File: config.mk
export PLATFORM = sky130hd
export DESIGN_NAME = alu
export DESIGN_NICKNAME = d
export VERILOG_FILES = /design/src/rtl/alu_pkg.sv /design/src/rtl/alu_comb.sv /design/src/rtl/alu.sv
export SDC_FILE = /design/constraint.sdc
export NUM_CORES = 1
export LEC_CHECK = 0
export CORE_ASPECT_RATIO = 1.4
export CORE_MARGIN = 3
export CORE_UTILIZATION = 37
export DETAILED_ROUTE_END_ITERATION = 7
export GPL_ROUTABILITY_DRIVEN = 0
export PLACE_DENSITY_LB_ADDON = 0.3
export SLEW_MARGIN = 20
export SYNTH_ARGS = -nofsm -noshare
export SYNTH_HDL_FRONTEND = slang
export SYNTH_SLANG_ARGS = --single-unit
File: constraint.sdc
create_clock -name clk -period 0.92 [get_ports clk]
set_input_delay 0.184 -clock clk [delete_from_list [all_inputs] [get_ports clk]]
set_output_delay 0.184 -clock clk [all_outputs]
set_load 0.05 [all_outputs]
File: src/rtl/alu_pkg.sv
// Shared ALU definitions: opcode encoding and default operand width.
// No logic; constants and types only.
// Backpressure: not applicable.
package alu_pkg;

    localparam int ALU_WIDTH = 16;

    // Reserved encodings (1010, 1011, 1111) are named so a case statement
    // over op_t can spell out every value.
    typedef enum logic [3:0] {
        OP_ADD   = 4'b0000,
        OP_SUB   = 4'b0001,
        OP_AND   = 4'b0010,
        OP_OR    = 4'b0011,
        OP_XOR   = 4'b0100,
        OP_NOR   = 4'b0101,
        OP_EQ    = 4'b0110,
        OP_SLT   = 4'b0111,
        OP_MUL   = 4'b1000,
        OP_ASR   = 4'b1001,
        OP_RSV_A = 4'b1010,
        OP_RSV_B = 4'b1011,
        OP_SLL   = 4'b1100,
        OP_SRL   = 4'b1101,
        OP_NOT   = 4'b1110,
        OP_RSV_F = 4'b1111
    } op_t;

endpackage

File: src/rtl/alu_comb.sv
// Combinational ALU core: result and status flag for one operation.
// Latency: zero cycles, purely combinational.
// Backpressure: none; output follows inputs every cycle.
module alu_comb
    import alu_pkg::*;
#(
    parameter int WIDTH = ALU_WIDTH
) (
    input  logic [WIDTH-1:0] a,
    input  logic [WIDTH-1:0] b,
    input  logic [3:0]       op,
    output logic [WIDTH-1:0] res,
    output logic             flag
);

    localparam int SHW = (WIDTH > 1) ? $clog2(WIDTH) : 1;
    localparam int MSB = WIDTH - 1;

    logic [WIDTH-1:0]   sum;
    logic [WIDTH-1:0]   diff;
    logic [2*WIDTH-1:0] prod;
    logic [SHW-1:0]     sh;
    logic               mul_ovf;
    logic               lt;

    assign sum  = a + b;
    assign diff = a - b;
    // Both operands sign-extended to the full product width, so the
    // truncated 2W-bit product is the exact signed product.
    assign prod = {{WIDTH{a[MSB]}}, a} * {{WIDTH{b[MSB]}}, b};
    // The product fits in WIDTH bits only if its top W+1 bits are all copies of the sign.
    assign mul_ovf = (prod[2*WIDTH-1:MSB] != {(WIDTH+1){prod[MSB]}});
    assign sh   = b[SHW-1:0];
    assign lt   = $signed(a) < $signed(b);

    // Select the result and per-opcode flag meaning.
    always_comb begin
        res  = '0;
        flag = 1'b0;
        case (op_t'(op))
            OP_ADD: begin
                res  = sum;
                flag = (a[MSB] == b[MSB]) && (sum[MSB] != a[MSB]);
            end
            OP_SUB: begin
                res  = diff;
                flag = (a[MSB] != b[MSB]) && (diff[MSB] != a[MSB]);
            end
            OP_AND: begin res = a & b;    flag = (res == '0); end
            OP_OR:  begin res = a | b;    flag = (res == '0); end
            OP_XOR: begin res = a ^ b;    flag = (res == '0); end
            OP_NOR: begin res = ~(a | b); flag = (res == '0); end
            OP_EQ: begin
                res  = {{(WIDTH-1){1'b0}}, (a == b)};
                flag = (a == b);
            end
            OP_SLT: begin
                res  = {{(WIDTH-1){1'b0}}, lt};
                flag = lt;
            end
            OP_MUL: begin
                res  = prod[MSB:0];
                flag = mul_ovf;
            end
            OP_ASR: begin
                res  = $unsigned($signed(a) >>> sh);
                flag = (res == '0);
            end
            OP_SLL: begin res = a << sh; flag = (res == '0); end
            OP_SRL: begin res = a >> sh; flag = (res == '0); end
            OP_NOT: begin res = ~a;      flag = (res == '0); end
            OP_RSV_A, OP_RSV_B, OP_RSV_F: begin
                res  = '0;
                flag = 1'b0;
            end
            default: begin
                res  = '0;
                flag = 1'b0;
            end
        endcase
    end

endmodule

File: src/rtl/alu.sv
// Registered ALU: one operation per cycle, result and flag held between ops.
// Latency: 1 cycle from in_valid edge to out_valid.
// Backpressure: none; accepts every in_valid beat back-to-back.
module alu
    import alu_pkg::*;
#(
    parameter int WIDTH = ALU_WIDTH
) (
    input  logic             clk,
    input  logic             rst,
    input  logic [WIDTH-1:0] A,
    input  logic [WIDTH-1:0] B,
    input  logic [3:0]       opCode,
    input  logic             in_valid,
    output logic [WIDTH-1:0] cout,
    output logic             flag,
    output logic             out_valid
);

    logic [WIDTH-1:0] res;
    logic             res_flag;

    alu_comb #(.WIDTH(WIDTH)) u_comb (
        .a    (A),
        .b    (B),
        .op   (opCode),
        .res  (res),
        .flag (res_flag)
    );

    // Output register: load on valid, otherwise hold; reset wins over any
    // operation presented while rst is high.
    always_ff @(posedge clk or posedge rst) begin
        if (rst) begin
            cout      <= '0;
            flag      <= 1'b0;
            out_valid <= 1'b0;
        end else begin
            out_valid <= in_valid;
            if (in_valid) begin
                cout <= res;
                flag <= res_flag;
            end
        end
    end

endmodule

Word level (Yosys, flattened, before mapping)
Cells that the tools add are included.
{"block": "word_totals", "ff_bits": 18, "in_bits": 39, "output_inout_bits": 18, "word_cells": 50}
{"block": "classes", "add_sub_neg": 2, "n_mul": 1, "magnitude_cmp": 1, "n_eq_ne": 21, "shift": 3, "n_mux": 2, "n_bitwise": 5, "n_reduce_logical": 12}
{"operator": "16-bit case mux with 14 select lines", "count": 1}
{"operator": "16-bit logical NOT", "count": 8}
{"operator": "4-bit equality test, second input constant", "count": 8}
{"operator": "16-bit by 16-bit multiplier with 32-bit output", "count": 1}
{"operator": "16-bit NOT", "count": 2}
{"operator": "16-bit adder", "count": 1}
{"operator": "16-bit AND", "count": 1}
{"operator": "16-bit equality test", "count": 1}
{"operator": "4-bit by 3-bit equality test with 1-bit output, second input constant", "count": 4}
{"operator": "16-bit less-than comparator", "count": 1}
{"operator": "16-bit inequality test", "count": 1}
{"operator": "16-bit bitwise OR", "count": 1}
{"operator": "16-bit by 4-bit << shifter with 16-bit output", "count": 1}
{"operator": "16-bit by 4-bit right shift with 16-bit output", "count": 1}
{"operator": "16-bit by 4-bit >>> shifter with 16-bit output", "count": 1}
{"operator": "16-bit subtractor", "count": 1}
{"operator": "16-bit bitwise XOR", "count": 1}
{"operator": "1-bit case mux with 14 select lines", "count": 1}
{"operator": "4-bit by 2-bit equality test with 1-bit output, second input constant", "count": 2}
{"operator": "4-bit by 1-bit equality test with 1-bit output, second input constant", "count": 1}
{"operator": "4-bit logical NOT", "count": 1}
{"operator": "1-bit inequality test", "count": 3}
{"operator": "3-bit OR reduction", "count": 1}
{"operator": "1-bit logical AND", "count": 2}
{"operator": "1-bit equality test", "count": 1}

Depth between registers and ports, before layout
Gate-level depths: netlist of run 1.
{"block": "depth", "ltp_word": 4, "depth_mapped": 29, "mapped_depth_nobuf": 26}

Modules after synthesis
From an unflattened synthesis of run 1, not the netlist that was laid out.
{"block": "hier_totals", "hier_cells": 1878, "area_unflattened_um2": 15018.2}
{"mod": "alu_comb", "n_inst": 1, "cells_per_inst": 1840, "area_each_um2": 14303.7, "seq_area_each_um2": 0.0}
{"mod": "alu", "n_inst": 1, "cells_per_inst": 38, "area_each_um2": 714.4, "seq_area_each_um2": 450.4}

Worst setup path before layout of run 1
Ideal clock, no wire load.
{"block": "synth_path", "kind": "input to register", "from": "in B[1]", "to": "reg flag", "setup_time_ns": 0.127, "arrival_time_ns": 7.107, "t_required_ns": 0.793, "path_slack_ns": -6.314, "path_stages": 26, "path_buffers": 4, "path_cell_list": "buf_1 -> clkbuf_1 -> buf_2 -> buf_1 -> nand2_1 -> fa_1 -> inv_1 -> fa_1 -> inv_1 -> fa_1 -> fa_1 -> fa_1 -> fa_1 -> inv_1 -> ha_1 -> a21o_1 -> a211o_1 -> o311a_1 -> o21ai_1 -> o311ai_1 -> and2_1 -> o211ai_1 -> nand4b_1 -> nor4_1 -> a31o_2 -> a21oi_2"}
{"block": "synth_between", "elab_chain_len": 4, "elab_cells_between_ends": 25, "classes_between": "add/sub (2); mul (1); order compare (1); eq/ne (4); shift (3); mux (1); bitwise (4); reduce/logical (9)"}
{"element": "start, declared", "line_no": "alu.sv:12", "rtl": "input logic [WIDTH-1:0] B,"}
{"element": "parallel branches: the longest is 3 deep, another holds 16-bit by 16-bit multiplier with 32-bit output"}
{"element": "1-bit case mux with 14 select lines *", "line_no": "alu_comb.sv:40", "rtl": "case (op_t'(op))"}
{"element": "end signal, assigned", "line_no": "alu.sv:42", "rtl": "flag <= res_flag;"}
{"element": "end, declared", "line_no": "alu.sv:16", "rtl": "output logic flag,"}
Mark *: on every way between the ends.
A chain may end at the register's enable or synchronous reset.

Worst setup path in the final report of run 1
{"block": "layout_path", "from": "in A[12]", "to": "reg flag"}
{"block": "layout_between", "elab_chain_len": 4, "elab_cells_between_ends": 27, "classes_between": "add/sub (2); mul (1); order compare (1); eq/ne (4); shift (3); mux (1); bitwise (5); reduce/logical (10)"}
{"element": "start, declared", "line_no": "alu.sv:11", "rtl": "input logic [WIDTH-1:0] A,"}
{"element": "parallel branches: the longest is 3 deep, another holds 16-bit by 16-bit multiplier with 32-bit output"}
{"element": "1-bit case mux with 14 select lines *", "line_no": "alu_comb.sv:40"}
Marked as above.

==> summary.txt, run 1 <==
Clocking
  – CTS tree: built
  – Clock slew at reported path FFs: 0.07 ns
  – Worst-skew pair later-pin latency: 0.25 ns
  – Bufs on Longest Clock Path: 2
  – CTS Root Cell: clkbuf_16
  – CTS Sinks: 18
  – Hold Buf Count CTS: 0
  – H-tree Lvls: 1
  – CTS buffer count: 3

Detailed routing
  – WL/cell: 21.84 µm
  – ANT nets after route: 0
  – WL final: 65.11 mm
  – Drt pass-1 iters: 8
  – Routed via count: 16,734
  – Initial detailed-routing violation count: 1,674
  – Vias per cell: 5.614
  – DRC Markers: 0

Critical path
  – Critical Path AT: 6.24 ns
  – Setup CP Type: input pin to register
  – Critical path data required time: 1.08 ns
  – Startpoint types: input pin
  – Worst Path Max Fanout: 8
  – CP Capture Type: register

Status
  – Failing checks: negative setup slack
  – Status: complete, but fails checks

Synthesis
  – Yosys Warn Count: 0
  – Most common cell in the netlist: inv_1
  – Synth Instances: 1,894
  – Post-synth top area cell: fa_1
  – Top-area cell type share of the netlist area: 35.29%
  – Largest cells by area after synthesis: fa_1 (35%), ha_1 (11%), inv_1 (7.6%)
  – Ys async rst share: 100.0%
  – Seq/Total Area, Yosys: 3.007%
  – EDFF count, synth: 0
  – Yosys cell types: 80
  – Mapped Area: 0.01498 mm²
  – Commonest cells in the netlist: inv_1 (304), fa_1 (264), nand2_1 (239)
  – Mean Syn Cell Area: 7.908 µm²
  – #FFs+latches synth: 18
  – Syn Nets: 2,329
  – Top_reg_cell synth: dfrtp_1

GRT
  – First-pass GRT wire length: 99.06 mm
  – Largest net degree at the start of global routing: 45
  – Initial antenna violation count: 0
  – GRT Residual Overflow: 0
  – GRT Util Overall: 29.53%
  – Number of global-route vias before repair: 17,553

Placed design
  – Post-DP HPWL: 52.70 mm
  – Buffers on Ports: 56
  – Dpl cell area: 0.02048 mm²
  – Setup WS pre-CTS: -6.049 ns

Floorplan
  – Core Region: 0.03971 mm²
  – Starting Density: 37.72%
  – Cell Rows: 86
  – Die H: 244.1 µm
  – DIE AREA: 0.04297 mm²
  – Chip Width: 176.0 µm
  – Boundary Pins: 57

STA
  – Max Slew Vio Count: 0
  – Setup violators final: 35
  – RSZ-0062 raised after global routing: yes
  – Slew headroom: 62.66%
  – Maximum clock frequency: 164.3 MHz
  – Worst-Margin Slew: 0.5559 ns
  – Fin. Hold Viols: 0
  – Period Utilization, post-route: 661.4%
  – Setup Skew: 0 ns
  – Final worst slack: -5.165 ns
  – Final worst path period need: 6.085 ns

Layout
  – Multi-input combinational cell area: 0.01455 mm²
  – Area grow syn2layout: 52.72%
  – Share of cells above drive strength 1: 38.65%
  – Filler instances: 3,434
  – Register area: 451.7 µm²
  – Antenna cells: 0
  – Final Cell Area: 0.02287 mm²
  – Nets: 2,889

Job
  – Max cap viols: 0

Worst hold path
  – Worst Hold Class: input pin to asynchronous set/reset pin
cells in the final DEF (no fill, tap or decap), types with 13 or more instances in the layout:
cell type  instances
xnor2_1           17
dfrtp_1           17
o211ai_1          15
fa_1             248
nand2_2           16
buf_6             60
buf_12            40
nor4_1            14
inv_2             28
a211oi_1          14
a21oi_2           13
nor2_1           161
o21ai_0           65
inv_1            269
o21ai_1           14
a21o_1            16
nor3_1            30
nand2_1          218
buf_4            523
a21oi_1           85
ha_1              90
o22ai_1           13
nand4_1           17
nor2_2            16
mux2i_1           25
nand3_1           14
nor2_4            15
ha_4              38
fa_2              16
worst paths after layout:
| check | start | cells past startpoint | slack, ns | end |
|---|---|---|---|---|
| setup / recovery | A[12] | 23 | -5.16 | flag |
| hold / removal | rst | 3 | 0.23 | cout[9] |
| setup reg to reg | flag | 3 | -0.07 | flag |
| hold reg to reg | cout[0] | 2 | 0.57 | cout[0] |
| max in group asynchronous | rst | 3 | 0.52 | cout[6] |
| min in group clk | cout[0] | 2 | 0.57 | cout[0] |
layout make-up:
class / instances / share of cell area (%)
inverter: 317 / 5.656
clock buffer: 4 / 0.3884
timing repair buffer: 658 / 25.51
multi-input combinational: 1456 / 63.59
sequential: 18 / 1.975
tap: 528 / 2.888
cells by family (layout without fill, tap and decap cells):
group	after synthesis	count (layout)	synth area share, %
multiplexers	46	46	3.726
AO/OA/AOI/OAI	382	382	16.62
XOR/XNOR	37	37	2.164
AND/OR/NAND/NOR	595	595	17.50
adder cells (fa/ha/maj)	396	396	46.31
buffers and inverters	420	979	10.67
flip-flops	18	18	3.007
worst max-delay path: stages:
cell,delay (ns)
buf_2,0.10
buf_12,0.18
buf_8,0.14
nand2_4,0.05
fa_1,0.52
fa_1,0.52
fa_1,0.62
fa_1,0.47
fa_1,0.54
fa_1,0.55
inv_2,0.05
ha_4,0.23
and4_1,0.16
a211o_1,0.24
o311a_1,0.34
o21ai_2,0.20
o311ai_4,0.14
and2_1,0.18
o211ai_1,0.25
nand4b_1,0.17
nor4_2,0.17
a31o_2,0.15
a21oi_2,0.05
through the flow:
stage          cells  util, %  hold slack, ns  setup TNS [ns]
6_report        2981    57.61          0.2301          -63.41
5_1_grt         2981    57.61          0.2598          -65.73
4_1_cts         2946    55.40          0.2343          -63.41
3_5_place_dp    2893    51.57          0.5205          -78.58
3_3_place_gp    2893    51.57          0.5171          -78.05
2_1_floorplan   1894        -          0.1226          -56.76
registers in the layout, summed over array words and instances, names as in the netlist:
name / cells
cout: 16
flag: 1
out_valid: 1
repair_timing:
item / 4_1_cts / 5_1_grt
cloned: 2 / 3
buffers inserted: 50 / 44
setup endpoints to repair: 36 / 35
pin swaps: 122 / 91
gates resized for setup: 376 / 151
per-layer routing:
metal,up-vias,wire (µm),track usage [%]
li1,7375,-,-
met1,8172,21910,33.50
met2,880,31870,50.69
met3,307,4663,3.650
met4,0,6662,21.58
met5,-,0,0
Power of run 1 is left out: the tool's default activity adds up to more than one toggle a clock period on the data nets, which glitch-free logic cannot reach.
==> run 2: changes to the inputs <==
--- a/config.mk
+++ b/config.mk
@@ -11,7 +11,7 @@
 export DETAILED_ROUTE_END_ITERATION = 7
 export GPL_ROUTABILITY_DRIVEN = 0
 export PLACE_DENSITY_LB_ADDON = 0.3
-export SLEW_MARGIN = 20
+export SLEW_MARGIN = 30
 export SYNTH_ARGS = -nofsm -noshare
 export SYNTH_HDL_FRONTEND = slang
 export SYNTH_SLANG_ARGS = --single-unit
==> results of run 2 <==
No change in the layout: final DEF, timing and power equal those of run 1.
Power of run 2 is left out for the same reason.
